<file path="src/rtl/pipe_hazard_fwd_unit.sv">
// pipe_hazard_fwd_unit: ID-stage forwarding, load-use stall, flush squash and event counters
module pipe_hazard_fwd_unit #(
    parameter int ASIZE    = 4,
    parameter int DSIZE    = 16,
    parameter int STAGES   = 3,
    parameter int LOAD_LAT = 2,
    parameter int ZERO_REG = 1
) (
    input  logic                    clk,
    input  logic                    rst,
    input  logic                    id_valid,
    input  logic [ASIZE-1:0]        id_rs,
    input  logic [ASIZE-1:0]        id_rt,
    input  logic                    id_use1,
    input  logic                    id_use2,
    input  logic                    id_wen,
    input  logic [ASIZE-1:0]        id_waddr,
    input  logic                    id_load,
    input  logic                    flush,
    input  logic [DSIZE-1:0]        rf_rdata1,
    input  logic [DSIZE-1:0]        rf_rdata2,
    input  logic [STAGES*DSIZE-1:0] fwd_data,
    output logic [DSIZE-1:0]        opa,
    output logic [DSIZE-1:0]        opb,
    output logic                    stall,
    output logic                    issue,
    output logic [STAGES:0]         fwd_sel1,
    output logic [STAGES:0]         fwd_sel2,
    output logic [15:0]             stall_cnt,
    output logic [15:0]             fwd_cnt
);
    logic [STAGES-1:0] v_q, wen_q, load_q;
    logic [ASIZE-1:0]  waddr_q [STAGES];
    logic [15:0]       stall_cnt_q, stall_cnt_d, fwd_cnt_q, fwd_cnt_d;
    logic [ASIZE-1:0]  src [2];
    logic [1:0]        use_v, haz;
    logic [STAGES:0]   sel [2];
    logic [DSIZE-1:0]  op [2];
    logic [DSIZE-1:0]  rf [2];

    assign src   = '{id_rs, id_rt};
    assign use_v = {id_use2, id_use1};
    assign rf    = '{rf_rdata1, rf_rdata2};

    // Scan oldest to youngest so the youngest match decides; an unready youngest match reads the regfile and raises a hazard
    always_comb begin
        for (int j = 0; j < 2; j++) begin
            sel[j] = (STAGES+1)'(1) << STAGES;
            haz[j] = 1'b0;
            for (int k = STAGES-1; k >= 0; k--) begin
                if (use_v[j] && v_q[k] && wen_q[k] && waddr_q[k] == src[j] && !(ZERO_REG != 0 && src[j] == '0)) begin
                    haz[j] = load_q[k] && k < LOAD_LAT;
                    sel[j] = haz[j] ? (STAGES+1)'(1) << STAGES : (STAGES+1)'(1) << k;
                end
            end
        end
    end

    // Operand muxes driven by the one-hot selects
    always_comb begin
        for (int j = 0; j < 2; j++) begin
            op[j] = rf[j];
            for (int k = 0; k < STAGES; k++)
                if (sel[j][k]) op[j] = fwd_data[k*DSIZE +: DSIZE];
        end
    end

    assign stall     = id_valid & ~flush & (|haz);
    assign issue     = id_valid & ~stall & ~flush;
    assign fwd_sel1  = sel[0];
    assign fwd_sel2  = sel[1];
    assign opa       = op[0];
    assign opb       = op[1];
    assign stall_cnt = stall_cnt_q;
    assign fwd_cnt   = fwd_cnt_q;

    // Saturating counter next state
    always_comb begin
        stall_cnt_d = (stall && stall_cnt_q != 16'hFFFF) ? stall_cnt_q + 16'd1 : stall_cnt_q;
        fwd_cnt_d   = (issue && (!sel[0][STAGES] || !sel[1][STAGES]) && fwd_cnt_q != 16'hFFFF) ? fwd_cnt_q + 16'd1 : fwd_cnt_q;
    end

    // Tracking shift register advances every cycle; a non-issue cycle inserts a bubble
    always_ff @(posedge clk) begin
        wen_q      <= {wen_q[STAGES-2:0], issue & id_wen};
        load_q     <= {load_q[STAGES-2:0], issue & id_load};
        waddr_q[0] <= issue ? id_waddr : '0;
        for (int k = 1; k < STAGES; k++) waddr_q[k] <= waddr_q[k-1];
        if (!rst) begin
            v_q         <= '0;
            stall_cnt_q <= '0;
            fwd_cnt_q   <= '0;
        end else begin
            v_q         <= {v_q[STAGES-2:0], issue};
            stall_cnt_q <= stall_cnt_d;
            fwd_cnt_q   <= fwd_cnt_d;
        end
    end
endmodule

</file>
<file path="config.mk">
export PLATFORM = sky130hd
export DESIGN_NAME = pipe_hazard_fwd_unit
export DESIGN_NICKNAME = d
export VERILOG_FILES = /design/src/rtl/pipe_hazard_fwd_unit.sv
export SDC_FILE = /design/constraint.sdc
export NUM_CORES = 1
export LEC_CHECK = 0
export CAP_MARGIN = 5
export CORE_ASPECT_RATIO = 0.75
export CORE_MARGIN = 2
export CORE_UTILIZATION = 41
export DETAILED_ROUTE_END_ITERATION = 7
export GPL_TIMING_DRIVEN = 0
export HOLD_SLACK_MARGIN = 0.06
export PLACE_DENSITY = 0.82
export RECOVER_POWER = 25
export SLEW_MARGIN = 15
export SYNTH_ARGS = -nofsm -noshare
export SYNTH_HDL_FRONTEND = slang
export SYNTH_SLANG_ARGS = --single-unit
</file>
<file path="constraint.sdc">
create_clock -name clk -period 3.65 [get_ports clk]
set_input_delay 0.9125 -clock clk [delete_from_list [all_inputs] [get_ports clk]]
set_output_delay 0.9125 -clock clk [all_outputs]
set_load 0.02 [all_outputs]
</file>
==> Yosys cells after proc, flatten, opt, wreduce, memory -nomap -nowiden <==
Memory sizes are Yosys's and may differ from the RTL's.
Index checks and enable logic that the tools add are counted.
{ "word_totals": {"mem_bits_ro": 0, "latchBits": 0, "wordCells": 78, "n_memories": 1, "ff_bits": 40, "inputBits": 100, "out_inout_bits": 74, "ramBits": 12} }
{ "memory_table": {"columns": ["memory", "depth", "width", "rd", "rd_clocked_by_memory_dff", "wr", "line", "text"], "rows": [
  ["waddr_q", 3, 4, 3, 0, 3, "33", "logic [ASIZE-1:0] waddr_q [STAGES];"]
]} }
{ "op_classes": {"bitwise": 8, "n_reduce_logical": 35, "muxes": 19, "addsub": 2, "magnitude_cmp": 0, "mul": 0, "shift": 0, "n_eq_ne": 8, "div_mod_pow": 0} }
{ "ops": {"columns": ["cell", "count"], "rows": [
  ["16-bit two-way mux", 6],
  ["4-bit two-way mux", 9],
  ["16-bit by 1-bit adder with 16-bit output (second input constant)", 2],
  ["16-bit != test (second input constant)", 2],
  ["1-bit logical AND", 27],
  ["4-bit equality test", 6],
  ["4-bit zero test", 2],
  ["1-bit AND", 6],
  ["1-bit zero test", 4],
  ["1-bit two-way mux", 4],
  ["1-bit NOT", 2],
  ["2-bit OR reduction", 1],
  ["1-bit logical OR", 1]
]} }

==> Logic depth before layout (Yosys ltp) <==
Gate-level depths: netlist of the first run.
{ "logic_depth": {"depth_word": 13, "depth_mapped": 10, "ltp_nobuf": 8} }

==> Least setup slack after synthesis of the first run <==
Ideal clock, no wire load.
{ "synth_path": {"kind": "input to output", "start": "input id_rs[1]", "end": "output opa[10]", "setup_slack_ns": -0.100, "stages": 8, "required_ns": 2.738, "n_path_buf": 1, "t_arrival_ns": 2.838, "cell_sequence": "xor2_1 -> nor4_2 -> and2_1 -> nand2_1 -> clkinv_1 -> clkbuf_1 -> nand2_1 -> a31oi_1"} }
{ "synth_between": {"elab_chain_cells": 8, "elab_cells_between_ends": 17, "cone_classes": "3 x eq/ne; 6 x mux; 8 x reduce/logical"} }
{ "synth_lines": {"columns": ["item", "line", "text"], "rows": [
  ["start: declaration", "12", "input logic [ASIZE-1:0] id_rs,"],
  ["4-bit equality test or 4-bit zero test (tied branches)", "51", "if (use_v[j] && v_q[k] && wen_q[k] && waddr_q[k] == src[j] && !(ZERO_REG != 0 && src[j] == '0)) begin"],
  ["1-bit logical AND or 1-bit zero test (tied branches)", "51", null],
  ["1-bit logical AND", "51", null],
  ["4-bit two-way mux", "51", null],
  ["4-bit two-way mux *", "51", null],
  ["via fwd_sel1[0]", "27", "output logic [STAGES:0] fwd_sel1,"],
  ["16-bit two-way mux * (3 in a row)", "64", "if (sel[j][k]) op[j] = fwd_data[k*DSIZE +: DSIZE];"],
  ["end: declaration", "23", "output logic [DSIZE-1:0] opa,"]
]} }
The timed path passes the listed nets; every way through them passes the cells marked *.

==> Final worst setup path of the first run <==
{ "layout_path": {"start": "input id_rt[3]", "end": "output opb[12]"} }
{ "layout_between": {"elab_chain_cells": 8, "elab_cells_between_ends": 17, "cone_classes": "3 x eq/ne; 6 x mux; 8 x reduce/logical"} }
{ "layout_lines": {"columns": ["item", "line", "text"], "rows": [
  ["start: declaration", "13", "input logic [ASIZE-1:0] id_rt,"],
  ["4-bit equality test or 4-bit zero test (tied branches)", "51", null],
  ["1-bit logical AND or 1-bit zero test (tied branches)", "51", null],
  ["1-bit logical AND", "51", null],
  ["4-bit two-way mux", "51", null],
  ["4-bit two-way mux *", "51", null],
  ["16-bit two-way mux (2 in a row)", "64", null],
  ["16-bit two-way mux *", "64", null],
  ["end: declaration", "24", "output logic [DSIZE-1:0] opb,"]
]} }
Mark *: on every way between the ends. The rest lies on a longest branch, timed or not.

==> flow_summary.json, run 1 <==
{
  "critPathTopFamily": "buffers and inverters",
  "synth_top_family_by_area": "simple AND/OR/NAND/NOR gates",
  "final_area_um2": 6360,
  "path_common_cell": "buf_6",
  "ant_nets": 0,
  "finalNonFillerCells": 779,
  "timing.slew.headroom": 0.401,
  "avgViaCountPerCell": 6.20,
  "hold_ws_ns": 0.340,
  "nNetsFinal": 772,
  "place_ws_ns": -1.59,
  "ys_ff_latch": 52,
  "root_buffer": "clkbuf_16",
  "synthXorXnorAreaFrac": 0.0590,
  "drt-initial-drc-count": 488,
  "pwr-share-clk": 0.348,
  "synthMuxAreaShare": 0.0762,
  "synthSimpleGateAreaFrac": 0.277,
  "final_common_cell": "clkdlybuf4s50_1",
  "rsz0062_at_grt": "yes",
  "clock_path_buffers": 2,
  "portBuffers": 173,
  "fmax_ghz": 0.268,
  "p_sw_frac": 0.266,
  "cp_slowest_cell": "nor3_2",
  "cp-start-kind": "input pin",
  "skew_ns": 0.00848,
  "hp-class": "reg2reg",
  "die_h_um": 84.8,
  "grt_max_degree": 16,
  "use_met2": 0.515,
  "numCtsBuffers": 5,
  "p_total_mw": 1.39,
  "hold_buffers": 0,
  "outcome": "finished with violations",
  "gp_congestion": 1.02,
  "coreArea_um2": 8450,
  "period_share": 1.02,
  "row_count": 29,
  "grt_pass1_wl_um": 23900,
  "syn_nets": 559,
  "clk_pin_slew_ns": 0.07,
  "utilization": 0.752,
  "die_w_um": 112,
  "worstPathCellList": "buf_12 -> xor2_2 -> nor3_2 -> buf_4 -> nand2_4 -> nor2_4 -> buf_6 -> buf_6 -> mux2i_1 -> a211oi_1 -> a21o_1 -> buf_6",
  "syn_area_um2": 3560,
  "dpl.hpwl_um": 10800,
  "syn_avg_cell_area_um2": 7.80,
  "crit_fanout": 5,
  "tightest_slew_ns": 0.892,
  "met1_usage": 0.418,
  "drv_cap": 0,
  "powerDensity_nw_per_um2": 219,
  "cp-end-kind": "output port",
  "met3_usage": 0.0563,
  "finalCriticalPeriod_ns": 3.73,
  "finalSetupViolCount": 21,
  "synth_fa_ha_area_frac": 0.00702,
  "route.detailed.drc": 0,
  "worstSetupPathType": "in2out",
  "gr-max-usage-layer": "met2",
  "leakagePower_nw": 2.51,
  "violations": "setup timing",
  "top_level_ports": 174,
  "path_buf_inv": 5,
  "async_flop_share": 0,
  "cts_max_level": 2,
  "synth_cells": 457,
  "combPwrFrac": 0.233,
  "required_ns": 2.74,
  "hold_viol_final": 0,
  "area_delta_synth_final_pct": 78.4,
  "wl_per_cell_um": 21.7,
  "insertion_delay_ns": 0.30,
  "grtUsageTotal": 0.315,
  "cts_tree": "done",
  "grt_overflow": 0,
  "power_switching_mw": 0.370,
  "wl_um": 16900,
  "ys_warn_count": 0,
  "totalNegativeSetupSlack_ns": -0.595,
  "dpl_cell_area_um2": 5490,
  "slew_viol_final": 0,
  "grt_pass1_vias": 4537,
  "drive_gt1_frac": 0.262,
  "ys.flop_type": "dfxtp_1",
  "p_seq_frac": 0.420,
  "synth_enable_flop_cells": 0,
  "synth_compound_area_frac": 0.246,
  "start_util": 0.422,
  "ys_types": 52,
  "cts_sinks": 52,
  "p_int_mw": 1.02,
  "dr_total_vias": 4826,
  "antenna_found_initial": 0,
  "slowest_delay_ns": 0.28,
  "fin_ws_ns": -0.0833,
  "dp_cells": 738,
  "antenna_cells": 0,
  "final_cell_mix": "106 x clkdlybuf4s50_1, 56 x nand2_1, 52 x dfxtp_1",
  "die_area_um2": 9460,
  "yosysSeqAreaShare": 0.292,
  "vdd_drop_max_v": 0.000191,
  "arrival_ns": 2.82,
  "drtPass1Iterations": 5
}
==> routing by layer <==
metal,part of all wire,routed length (um)
met5,0,0
met4,0.047,799
met1,0.40,6780
met2,0.47,7910
met3,0.084,1420
==> worst register-to-register path: cells and delay by family (launching register included) <==
| family | cells | cell delay (ns) |
|---|---|---|
| AND/OR/NAND/NOR | 5 | 1.73 |
| buffers and inverters | 2 | 0.89 |
| flip-flops | 1 | 0.42 |
| AO/OA/AOI/OAI | 1 | 0.06 |
==> state kept, by name, summed over array words and instances (netlist names) <==
signal	cells
waddr_q	12
load_q	2
stall_cnt	16
wen_q	3
fwd_cnt	16
v_q	3
==> what timing repair did <==
item,CTS,global route
endpoints found under the setup margin,49,34
gates cloned,1,1
gates resized for setup,267,84
pin swaps,17,26
setup buffers,21,15
==> cell type report <==
| type | instances | area, um^2 |
|---|---|---|
| fill | 592 | 2090 |
| tap | 108 | 135 |
| buffer | 26 | 226 |
| clock inverter | 2 | 10.0 |
| multi-input combinational | 365 | 2820 |
| clock buffer | 6 | 139 |
| inverter | 11 | 46.3 |
| sequential | 52 | 1040 |
| timing repair buffer | 209 | 1950 |
==> cell usage after synthesis (all sizes together), types with 3 or more instances <==
cell / count / area (um^2)
or3: 6 / 37.5
mux2i: 26 / 260
a31oi: 14 / 87.6
inv: 10 / 37.5
xnor2: 9 / 78.8
a21o: 17 / 128
nand2b: 11 / 68.8
o211ai: 3 / 22.5
clkbuf: 26 / 97.6
o22ai: 14 / 87.6
a211oi: 17 / 128
dfxtp: 52 / 1040
o31ai: 14 / 105
o21ai: 7 / 35.0
or4: 17 / 128
nand2: 60 / 225
buf: 3 / 15.0
nor3: 10 / 50.1
nand3: 17 / 85.1
xor2: 15 / 131
nand4: 7 / 43.8
nor2: 27 / 104
and3: 4 / 25.0
a21oi: 23 / 119
and2: 10 / 62.6
nor4: 9 / 87.6
==> worst paths after layout <==
path,from,endpoint,slack [ns],depth (start not counted)
worst max-delay path,id_rt[3],opb[12],-0.08,12
worst min-delay path,load_q[0],load_q[1],0.34,0
worst max register to register,stall_cnt[2],stall_cnt[1],0.41,8
worst min register to register,load_q[0],load_q[1],0.34,0
==> kinds of logic after synthesis <==
group | count (synthesis)
buffers and inverters | 40
AO/OA/AOI/OAI | 125
multiplexers | 27
AND/OR/NAND/NOR | 187
XOR/XNOR | 24
flip-flops | 52
adder cells (fa/ha/maj) | 2
==> power groups by stage <==
stage | combinational, mW | clock, mW | sequential, mW
finish | 0.324 | 0.484 | 0.585
global route | 0.337 | 0.510 | 0.585
CTS | 0.285 | 0.485 | 0.583
detailed placement | 0.283 | 0 | 0.596
global placement | 0.278 | 0 | 0.595
floorplan | 0.103 | 0 | 0.594
(Power assumes the default switching activity.)
==> inputs of run 2 (changes only) <==
--- a/config.mk
+++ b/config.mk
@@ -14,6 +14,7 @@
 export HOLD_SLACK_MARGIN = 0.06
 export PLACE_DENSITY = 0.82
 export RECOVER_POWER = 25
+export REMOVE_ABC_BUFFERS = 1
 export SLEW_MARGIN = 15
 export SYNTH_ARGS = -nofsm -noshare
 export SYNTH_HDL_FRONTEND = slang
==> flow_summary.json, run 2 (synthesized netlist as in run 1, its figures left out) <==
{
  "start_util": 0.422,
  "crit_fanout": 12,
  "outcome": "finished with violations",
  "area_delta_synth_final_pct": 77.6,
  "gr-max-usage-layer": "met2",
  "skew_ns": 0.0165,
  "die_area_um2": 9460,
  "grt_max_degree": 27,
  "timing.slew.headroom": 0.365,
  "grt_overflow": 0,
  "required_ns": 2.74,
  "coreArea_um2": 8450,
  "met3_usage": 0.0643,
  "grt_pass1_wl_um": 21900,
  "dpl.hpwl_um": 9430,
  "cts_max_level": 2,
  "period_share": 1.04,
  "finalCriticalPeriod_ns": 3.79,
  "antenna_cells": 0,
  "final_common_cell": "clkdlybuf4s50_1",
  "gp_congestion": 0.907,
  "arrival_ns": 2.88,
  "portBuffers": 173,
  "die_w_um": 112,
  "rsz0062_at_grt": "yes",
  "grt_pass1_vias": 4297,
  "finalSetupViolCount": 12,
  "nNetsFinal": 769,
  "row_count": 29,
  "cts_sinks": 52,
  "slew_viol_final": 0,
  "drtPass1Iterations": 5,
  "drv_cap": 0,
  "cp-end-kind": "output port",
  "met1_usage": 0.362,
  "top_level_ports": 174,
  "vdd_drop_max_v": 0.000201,
  "ant_nets": 0,
  "cp-start-kind": "input pin",
  "root_buffer": "clkbuf_16",
  "dr_total_vias": 4704,
  "hold_viol_final": 0,
  "violations": "setup timing",
  "final_cell_mix": "107 x clkdlybuf4s50_1, 56 x nand2_1, 52 x dfxtp_1",
  "grtUsageTotal": 0.286,
  "wl_um": 15900,
  "hp-class": "reg2reg",
  "use_met2": 0.493,
  "route.detailed.drc": 0,
  "fin_ws_ns": -0.138,
  "wl_per_cell_um": 20.5,
  "clock_path_buffers": 2,
  "leakagePower_nw": 2.47,
  "tightest_slew_ns": 0.949,
  "fmax_ghz": 0.264,
  "drt-initial-drc-count": 354,
  "worstSetupPathType": "in2out",
  "clk_pin_slew_ns": 0.08,
  "utilization": 0.749,
  "insertion_delay_ns": 0.30,
  "dpl_cell_area_um2": 5400,
  "powerDensity_nw_per_um2": 219,
  "numCtsBuffers": 5,
  "drive_gt1_frac": 0.268,
  "die_h_um": 84.8,
  "final_area_um2": 6330,
  "avgViaCountPerCell": 6.06,
  "cts_tree": "done",
  "antenna_found_initial": 0
}
## run 2: changes by cell type in the layout (fill, tap and decap cells not counted), moves of 4 or more
| cell | change |
|---|---|
| buf_4 | +14 |
| clkbuf_1 | -11 |
| buf_6 | -9 |
| a31oi_1 | +8 |
| buf_12 | +8 |
| a31oi_2 | -7 |
| clkbuf_8 | -7 |
| clkbuf_2 | +4 |
| xnor2_1 | -4 |
| xnor2_2 | +4 |
## run 2: worst max-delay path: stages
cell and delay, ns:
buf_12 0.11, xnor2_2 0.18, nand4_1 0.20, or3_4 0.47, buf_4 0.17, nand2_8 0.09, nand2_8 0.09, a21boi_2 0.21
a221o_1 0.27, buf_2 0.16
## run 2: layout make-up
type | instances | area (um^2)
clock buffers | 5 | 125
clock inverters | 3 | 26.3
fillers | 589 | 2120
inverters | 11 | 53.8
multi-input cells | 368 | 2800
flip-flops and latches | 52 | 1040
well taps | 108 | 135
repair buffers | 229 | 2150
## run 2: routing by layer
metal  part of all wire  wire length (um)
met5                  0                 0
met4              0.036               570
met3              0.082              1310
met2               0.50              7940
met1               0.38              6110
## run 2: where the power goes
| group | internal [mW] | switching (mW) |
|---|---|---|
| Combinational | 0.170 | 0.141 |
| Sequential | 0.575 | 0.00962 |
| Clock | 0.260 | 0.234 |
## run 2: per-stage QoR
step,std cells,TNS [ns],hold slack [ns],setup WS [ns],power (mW)
finish,776,-0.429,0.362,-0.138,1.39
global route,776,-1.80,0.370,-0.180,1.44
CTS,752,-2.40,0.354,-0.236,1.35
detailed placement,713,-63.66,0.338,-1.68,0.871
global placement,709,-105.18,0.337,-2.48,0.863
floorplan,428,-5.17,0.331,-0.850,0.689
## run 2: path summary, 6_finish.rpt
kind                 start  slack [ns]  cells after the start    endpoint
min reg2reg       wen_q[0]        0.36                      0    wen_q[1]
max               id_rs[1]       -0.14                     10     opa[14]
max reg2reg  waddr_q[0][1]        0.53                      8  fwd_cnt[4]
min               wen_q[0]        0.36                      0    wen_q[1]
## run 2: repair_timing
action                                  4_1_cts  5_1_grt
setup buffers                                28       24
cloned                                        3        1
endpoints found under the setup margin       52       44
hold buffers                                  0        0
pin swaps                                    18       27
resized for setup                           177      137
